File: config.mk
export PLATFORM = sky130hd
export DESIGN_NAME = axi4_lite_slave_regs
export DESIGN_NICKNAME = d
export VERILOG_FILES = /design/src/rtl/axi4_lite_slave_regs.sv
export SDC_FILE = /design/constraint.sdc
export NUM_CORES = 1
export LEC_CHECK = 0
export CAP_MARGIN = 10
export CORE_UTILIZATION = 49
export CTS_BUF_LIST = sky130_fd_sc_hd__clkbuf_8
export DETAILED_ROUTE_END_ITERATION = 8
export PLACE_DENSITY = 0.83
export SLEW_MARGIN = 30
export SYNTH_ARGS = -nofsm -noshare
export SYNTH_HDL_FRONTEND = slang
export SYNTH_SLANG_ARGS = --single-unit
File: constraint.sdc
create_clock -name aclk -period 3.6 [get_ports aclk]
set_clock_uncertainty 0.15 [all_clocks]
set_input_delay 0.9 -clock aclk [delete_from_list [all_inputs] [get_ports aclk]]
set_output_delay 0.9 -clock aclk [all_outputs]
set_load 0.005 [all_outputs]
File: src/rtl/axi4_lite_slave_regs.sv
// axi4_lite_slave_regs
// AXI4-Lite slave that holds NUM_REGS 32-bit control registers. It accepts
// single-beat writes with byte strobes and single-beat reads, and answers
// OKAY, or SLVERR for addresses outside the decoded span.
//
// Ports:
//   aclk, areset            clock and synchronous active-high reset
//   s_axi_aw* / s_axi_w*    write address / write data channels
//   s_axi_b*                write response channel
//   s_axi_ar* / s_axi_r*    read address / read data channels
//   regs_out                flat register image, reg i at [32i+31:32i]
//   reg_wr_pulse            one-cycle strobe per register after a write
module axi4_lite_slave_regs #(
  parameter int NUM_REGS   = 4,
  parameter int ADDR_WIDTH = 32
) (
  input  logic                     aclk,
  input  logic                     areset,
  input  logic [ADDR_WIDTH-1:0]    s_axi_awaddr,
  input  logic [2:0]               s_axi_awprot,
  input  logic                     s_axi_awvalid,
  output logic                     s_axi_awready,
  input  logic [31:0]              s_axi_wdata,
  input  logic [3:0]               s_axi_wstrb,
  input  logic                     s_axi_wvalid,
  output logic                     s_axi_wready,
  output logic [1:0]               s_axi_bresp,
  output logic                     s_axi_bvalid,
  input  logic                     s_axi_bready,
  input  logic [ADDR_WIDTH-1:0]    s_axi_araddr,
  input  logic [2:0]               s_axi_arprot,
  input  logic                     s_axi_arvalid,
  output logic                     s_axi_arready,
  output logic [31:0]              s_axi_rdata,
  output logic [1:0]               s_axi_rresp,
  output logic                     s_axi_rvalid,
  input  logic                     s_axi_rready,
  output logic [NUM_REGS*32-1:0]   regs_out,
  output logic [NUM_REGS-1:0]      reg_wr_pulse
);

  localparam int IDX_W = $clog2(NUM_REGS);
  localparam logic [1:0] RESP_OKAY   = 2'b00;
  localparam logic [1:0] RESP_SLVERR = 2'b10;

  typedef enum logic {W_IDLE, W_RESP} w_state_t;
  typedef enum logic {R_IDLE, R_DATA} r_state_t;

  w_state_t w_state, w_state_next;
  r_state_t r_state, r_state_next;

  logic [31:0] regs [NUM_REGS];

  logic                  aw_held, w_held;
  logic [ADDR_WIDTH-1:0] aw_addr_q;
  logic [31:0]           w_data_q;
  logic [3:0]            w_strb_q;

  logic                  aw_hs, w_hs, ar_hs, b_hs, r_hs;
  logic                  aw_have, w_have, commit;
  logic [ADDR_WIDTH-1:0] wr_addr;
  logic [31:0]           wr_data;
  logic [3:0]            wr_strb;
  logic                  wr_in_range, rd_in_range;
  logic [IDX_W-1:0]      wr_idx, rd_idx;

  logic                  aw_held_next, w_held_next;
  logic                  awready_next, wready_next;
  logic [NUM_REGS-1:0]   pulse_next;

  // Byte offset within a word and the protection bits carry no meaning here.
  logic unused_bits;
  assign unused_bits = ^{wr_addr[1:0], s_axi_araddr[1:0], s_axi_awprot, s_axi_arprot};

  assign aw_hs = s_axi_awvalid && s_axi_awready;
  assign w_hs  = s_axi_wvalid  && s_axi_wready;
  assign ar_hs = s_axi_arvalid && s_axi_arready;
  assign b_hs  = s_axi_bvalid  && s_axi_bready;
  assign r_hs  = s_axi_rvalid  && s_axi_rready;

  // A beat counts as available either from its holding register or from a
  // handshake completing this cycle, so the commit can happen on the same
  // edge as the later of the two handshakes.
  assign aw_have = aw_held || aw_hs;
  assign w_have  = w_held  || w_hs;
  assign commit  = (w_state == W_IDLE) && aw_have && w_have;

  assign wr_addr = aw_held ? aw_addr_q : s_axi_awaddr;
  assign wr_data = w_held  ? w_data_q  : s_axi_wdata;
  assign wr_strb = w_held  ? w_strb_q  : s_axi_wstrb;

  // Anything at or above NUM_REGS*4 has a nonzero bit above the index field.
  assign wr_in_range = (wr_addr[ADDR_WIDTH-1:IDX_W+2] == '0);
  assign rd_in_range = (s_axi_araddr[ADDR_WIDTH-1:IDX_W+2] == '0);
  assign wr_idx      = wr_addr[IDX_W+1:2];
  assign rd_idx      = s_axi_araddr[IDX_W+1:2];

  // Ready flags are computed from the current state and registered, which
  // leaves one idle cycle with both readies low after each B handshake.
  always_comb begin
    w_state_next = w_state;
    aw_held_next = 1'b0;
    w_held_next  = 1'b0;
    awready_next = 1'b0;
    wready_next  = 1'b0;
    pulse_next   = '0;
    case (w_state)
      W_IDLE: begin
        if (commit) begin
          w_state_next = W_RESP;
          if (wr_in_range) pulse_next[wr_idx] = 1'b1;
        end else begin
          aw_held_next = aw_have;
          w_held_next  = w_have;
          awready_next = !aw_have;
          wready_next  = !w_have;
        end
      end
      W_RESP: begin
        if (b_hs) w_state_next = W_IDLE;
      end
      default: w_state_next = W_IDLE;
    endcase
  end

  always_ff @(posedge aclk) begin
    if (areset) begin
      w_state       <= W_IDLE;
      aw_held       <= 1'b0;
      w_held        <= 1'b0;
      aw_addr_q     <= '0;
      w_data_q      <= '0;
      w_strb_q      <= '0;
      s_axi_awready <= 1'b0;
      s_axi_wready  <= 1'b0;
      s_axi_bvalid  <= 1'b0;
      s_axi_bresp   <= RESP_OKAY;
      reg_wr_pulse  <= '0;
    end else begin
      w_state       <= w_state_next;
      aw_held       <= aw_held_next;
      w_held        <= w_held_next;
      s_axi_awready <= awready_next;
      s_axi_wready  <= wready_next;
      reg_wr_pulse  <= pulse_next;
      if (aw_hs) aw_addr_q <= s_axi_awaddr;
      if (w_hs) begin
        w_data_q <= s_axi_wdata;
        w_strb_q <= s_axi_wstrb;
      end
      if (commit) begin
        s_axi_bvalid <= 1'b1;
        s_axi_bresp  <= wr_in_range ? RESP_OKAY : RESP_SLVERR;
      end else if (b_hs) begin
        s_axi_bvalid <= 1'b0;
      end
    end
  end

  always_ff @(posedge aclk) begin
    if (areset) begin
      for (int i = 0; i < NUM_REGS; i++) regs[i] <= '0;
    end else if (commit && wr_in_range) begin
      for (int k = 0; k < 4; k++) begin
        if (wr_strb[k]) regs[wr_idx][8*k +: 8] <= wr_data[8*k +: 8];
      end
    end
  end

  always_comb begin
    r_state_next = r_state;
    case (r_state)
      R_IDLE:  if (ar_hs) r_state_next = R_DATA;
      R_DATA:  if (r_hs)  r_state_next = R_IDLE;
      default: r_state_next = R_IDLE;
    endcase
  end

  // Read data is sampled before any same-edge write lands, so a colliding
  // read returns the pre-write value.
  always_ff @(posedge aclk) begin
    if (areset) begin
      r_state       <= R_IDLE;
      s_axi_arready <= 1'b0;
      s_axi_rvalid  <= 1'b0;
      s_axi_rdata   <= '0;
      s_axi_rresp   <= RESP_OKAY;
    end else begin
      r_state       <= r_state_next;
      s_axi_arready <= (r_state_next == R_IDLE);
      s_axi_rvalid  <= (r_state_next == R_DATA);
      if (ar_hs) begin
        s_axi_rdata <= rd_in_range ? regs[rd_idx] : 32'h0;
        s_axi_rresp <= rd_in_range ? RESP_OKAY : RESP_SLVERR;
      end
    end
  end

  for (genvar g = 0; g < NUM_REGS; g++) begin : g_regs_out
    assign regs_out[32*g +: 32] = regs[g];
  end

endmodule

## Word-level counts from Yosys, hierarchy flattened

Memory sizes are Yosys's and may differ from the RTL's.
Cells that the tools add are included.

- Latch bits: 0
- Word-level logic and storage cells: 79
- Register bits after elaboration: 116
- Memory bits (read-only): 0
- Output and inout port bits: 173
- Bits in writable memories: 128
- Input port bits: 113
- Memories kept: 1

Memories:

| memory | depth | bits a word | read ports | clocked after memory_dff | write ports | line | source |
|---|---|---|---|---|---|---|---|
| regs | 4 | 32 | 5 | 0 | 4 | 52 | `logic [31:0] regs [NUM_REGS];` |

- Bitwise gates (word level): 5
- Eq/ne operators: 0
- Muxes and demuxes: 37
- Div/mod/pow operators: 0
- Magnitude comparators: 2
- Reductions and logical operators: 19
- Multiply operators: 0
- Shift operators: 0
- Add/subtract/negate cells: 0

Operators by type and width:

| cell | count |
|---|---|
| 32-bit 2-to-1 mux | 4 |
| 28-bit zero test | 2 |
| 32-bit OR reduction | 1 |
| 1-bit 2-to-1 mux | 25 |
| 1-bit logical AND | 9 |
| 4-bit 2-to-1 mux | 2 |
| 2-bit 2-to-1 mux | 3 |
| 1-bit NOT | 5 |
| 1-bit one-hot mux with 2 select lines | 2 |
| 4-bit OR reduction | 1 |
| 2-bit by 3-bit < comparator with 1-bit output, second input constant | 1 |
| 3-bit OR reduction | 1 |
| 1-bit demux with 2-bit select | 1 |
| 2-bit by 1-bit greater-or-equal comparator with 1-bit output, second input constant | 1 |
| 1-bit zero test | 2 |
| 1-bit logical OR | 2 |
| 2-bit nonzero test | 1 |

## Longest topological paths before layout

- Word-level depth: 10
- Depth in mapped cells: 8
- Mapped depth without buffers: 5

## Worst setup path after synthesis

No wires, ideal clock.

- Path kind: input-to-reg
- Start: input s_axi_awaddr[8]
- End: memory regs[0][16], enable pin
- Path buffers: 1
- Stages: 6
- Setup slack: 0.399 ns
- Setup time: 0.384 ns
- Data arrival time: 2.667 ns
- Required time: 3.066 ns
- Path through: nor4_1 nand4_1 nor4_4 o2111ai_1 buf_2 o21ai_0

RTL lines:

| element | line | source |
|---|---|---|
| start, declared | 19 | `input logic [ADDR_WIDTH-1:0] s_axi_awaddr,` |
| end, declared | 52 |  |

==> run_results.csv <==
group,metric,value,unit
pwr,p_leak,4.88,nW
timing,grt_setup_unrepaired,"false",
worst_setup_path,critPathBufInv,3,
timing,maxSlewViolCount,0,
placement,dp_cells,1427,
floorplan,dieArea,21000,um^2
floorplan,io_pins,286,
layout,fin_nets,1317,
clock_tree,cts_tree,"done",
worst_setup_path,endpoint_kind,"flop",
placement,place_area,13300,um^2
yosys,netlist_area,10000,um^2
hold_path,hold_depth,2,
worst_setup_path,reg2reg_slack,0.73,ns
hold_path,hold_start,"aw_addr_q[11]",
clock_tree,path_clk_slew,0.06,ns
grt,overflow,0,
worst_setup_path,crit_chain,"clkdlybuf4s50_1 -> nor4_1 -> nand4_1 -> nor4_4 -> buf_4 -> o2111ai_4 -> o21ai_0 -> buf_4",
worst_setup_path,cp_common_cell,"buf_4",
timing,timing.fmax,322,MHz
worst_setup_path,worst_path_dominant_cell_family,"buffers and inverters",
grt,grt_pass1_wl,45.3,mm
layout,antenna_cells,0,
layout,multiInputGateArea,3720,um^2
layout,layout-drive-gt1-share,0.128,
layout,seqCellArea,6090,um^2
layout,final_cell_mix,"270 x clkdlybuf4s50_1, 155 x nor2_1, 143 x nand2_1",
timing,hold_ws,0.303,ns
clock_tree,cts_setup_buffers,0,
layout,fillCellCount,1424,
yosys,synth-seq-area-share,0.608,
worst_setup_path,path_class,"in -> reg",
yosys,synthCells,906,
layout,mostFrequentLayoutCell,"clkdlybuf4s50_1",
timing,setup_ws,0.498,ns
grt,grt_usage,0.280,
worst_setup_path,reg2reg_from,"aw_held",
route,ant_nets,0,
flow_run,cap_violations,0,
pwr,ir_drop,0.338,mV
route,first_iter_violations,540,
timing,slew_headroom,0.389,
route,vias_per_cell,5.60,
grt,grt_pass1_vias,8253,
yosys,synth_ff_type,"edfxtp_1",
timing,worst_slew_pin_slew,0.914,ns
grt,grt_max_degree,68,
worst_setup_path,setup.worst_path.start_class,"primary input",
layout,layout.cells.non_filler,1499,
timing,finalCritPeriodShare,0.862,
grt,antenna_found_initial,0,
floorplan,fp.dieW,145,um
floorplan,die_h,145,um
route,totalWireLength,29.6,mm
pwr,powerDensity,433,nW/um^2
clock_tree,cts_buffer_depth,3,
clock_tree,clk_latency,0.52,ns
clock_tree,root_buffer,"clkbuf_8",
pwr,finalPower,6.09,mW
floorplan,fp.coreArea,19800,um^2
run_status,outcome,"complete, no violations",
hold_path,hp-class,"reg -> reg",
placement,globalplace.congestion,0.856,
layout,fin_util,0.711,
route,vias,8391,
yosys,yosysUniqueCellTypes,40,
route,first_pass_iters,5,
yosys,avgSynthCellArea,11.1,um^2
worst_setup_path,slowest_stage,"clkdlybuf4s50_1",
floorplan,fp-row-count,51,
worst_setup_path,path_max_fanout,7,
yosys,yosysWarningCount,0,
worst_setup_path,rr_worst_depth,6,
clock_tree,cts_hold_buf,0,
floorplan,start_util,0.506,
route,wl_per_cell,19.8,um
placement,dp_hpwl,21.2,mm
timing,hold_viol_final,0,
worst_setup_path,cpPeakStageDelay,0.42,ns
clock_tree,cts_buffers,40,
route,drc,0,
layout,syn2layout_area_growth,40.3,%
layout,fin_area,14100,um^2
timing,tns,0,ns
yosys,ys_seq_elements,240,
yosys,async_flop_share,0,
timing,period_needed,3.10,ns
worst_setup_path,worstPathArrival,3.17,ns
clock_tree,clock_sinks,240,
worst_setup_path,rr_endpoint,"regs[1][19]",
clock_tree,htree_levels,2,
hold_path,hold_end,"aw_addr_q[11]",
clock_tree,cts_resized,0,
timing,setup_viol,0,
yosys,synth_edf_count,128,
worst_setup_path,worst-endpoint-required,3.67,ns
placement,dp_slack,-0.0366,ns
placement,portBuffers,273,
-- final cells by class --
class                           count  share of cell area
Tap cell                          265              0.0236
Clock buffer                       49              0.0480
Clock inverter                     23             0.00837
Sequential cell                   240               0.433
Multi-Input combinational cell    596               0.265
Inverter                            3            0.000801
Timing Repair Buffer              323               0.221
-- tightest hold or removal path: stages, from the launching register on --
cell and delay [ns]:
dfxtp_1 0.31, nand2_1 0.05, a21oi_1 0.05
-- sequential cells by signal, indices dropped and copies added (netlist names), 4 cells and up --
signal	cells
aw_addr_q	30
reg_wr_pulse	4
regs	128
s_axi_rdata	32
w_data_q	32
w_strb_q	4
-- power breakdown --
| group | total, mW | switching (mW) | internal [mW] |
|---|---|---|---|
| Clock | 2.34 | 1.04 | 1.30 |
| Sequential | 3.05 | 0.0708 | 2.98 |
| Combinational | 0.700 | 0.347 | 0.354 |
| Total | 6.09 | 1.46 | 4.63 |
-- cells in the mapped netlist (2+ instances only) --
cell type / n / area share
nand2_1: 144 / 0.054
buf_4: 4 / 0.0030
nand4_1: 4 / 0.0025
mux2i_1: 33 / 0.033
a31oi_1: 3 / 0.0019
o2111ai_1: 4 / 0.0035
edfxtp_1: 128 / 0.38
nor3b_1: 2 / 0.0015
buf_2: 13 / 0.0065
o31ai_1: 4 / 0.0030
nand2b_1: 5 / 0.0031
nor4_1: 16 / 0.010
clkbuf_1: 51 / 0.019
nor3_1: 25 / 0.012
or3_1: 27 / 0.017
o21ai_0: 12 / 0.0060
inv_1: 3 / 0.0011
mux4_2: 32 / 0.072
dfxtp_1: 112 / 0.22
a21oi_1: 71 / 0.035
o21ai_1: 2 / 0.0010
nand3_1: 3 / 0.0015
and2_1: 3 / 0.0019
a22oi_1: 32 / 0.024
mux2_2: 3 / 0.0034
nor2_1: 155 / 0.058
nor4_4: 2 / 0.0042
-- cells by family (layout without fill, tap and decap cells) --
kind of cell           Yosys count  count (layout)  synth area share
AO/OA/AOI/OAI                  131             131            0.0796
buffers and inverters           71             398            0.0297
flip-flops                     240             240             0.608
multiplexers                    69              69             0.110
other                            1               2          0.000374
AND/OR/NAND/NOR                394             394             0.173
-- routing by layer --
layer  GRT usage  vias up  share of wire  routed length, um
met5           0        -              0                  0
met4       0.132        0          0.040               1190
met3      0.0563       75          0.073               2150
met2       0.488      410           0.51              15000
met1       0.330     4048           0.38              11300
li1            -     3858              -                  -
-- worst max path at each step --
stage	startpoint	slack [ns]	to	depth (start not counted)
6_report	s_axi_awaddr[8]	0.50	regs[1][19]	8
5_1_grt	s_axi_awaddr[8]	0.31	regs[1][19]	8
4_1_cts	s_axi_awaddr[8]	0.50	regs[1][19]	8
3_5_place_dp	s_axi_awaddr[8]	-0.04	regs[1][21]	8
3_3_place_gp	s_axi_awaddr[21]	-0.06	regs[0][21]	8
2_1_floorplan	s_axi_awaddr[8]	0.40	regs[0][16]	6
Note: power is estimated with default switching activity, not from simulation.
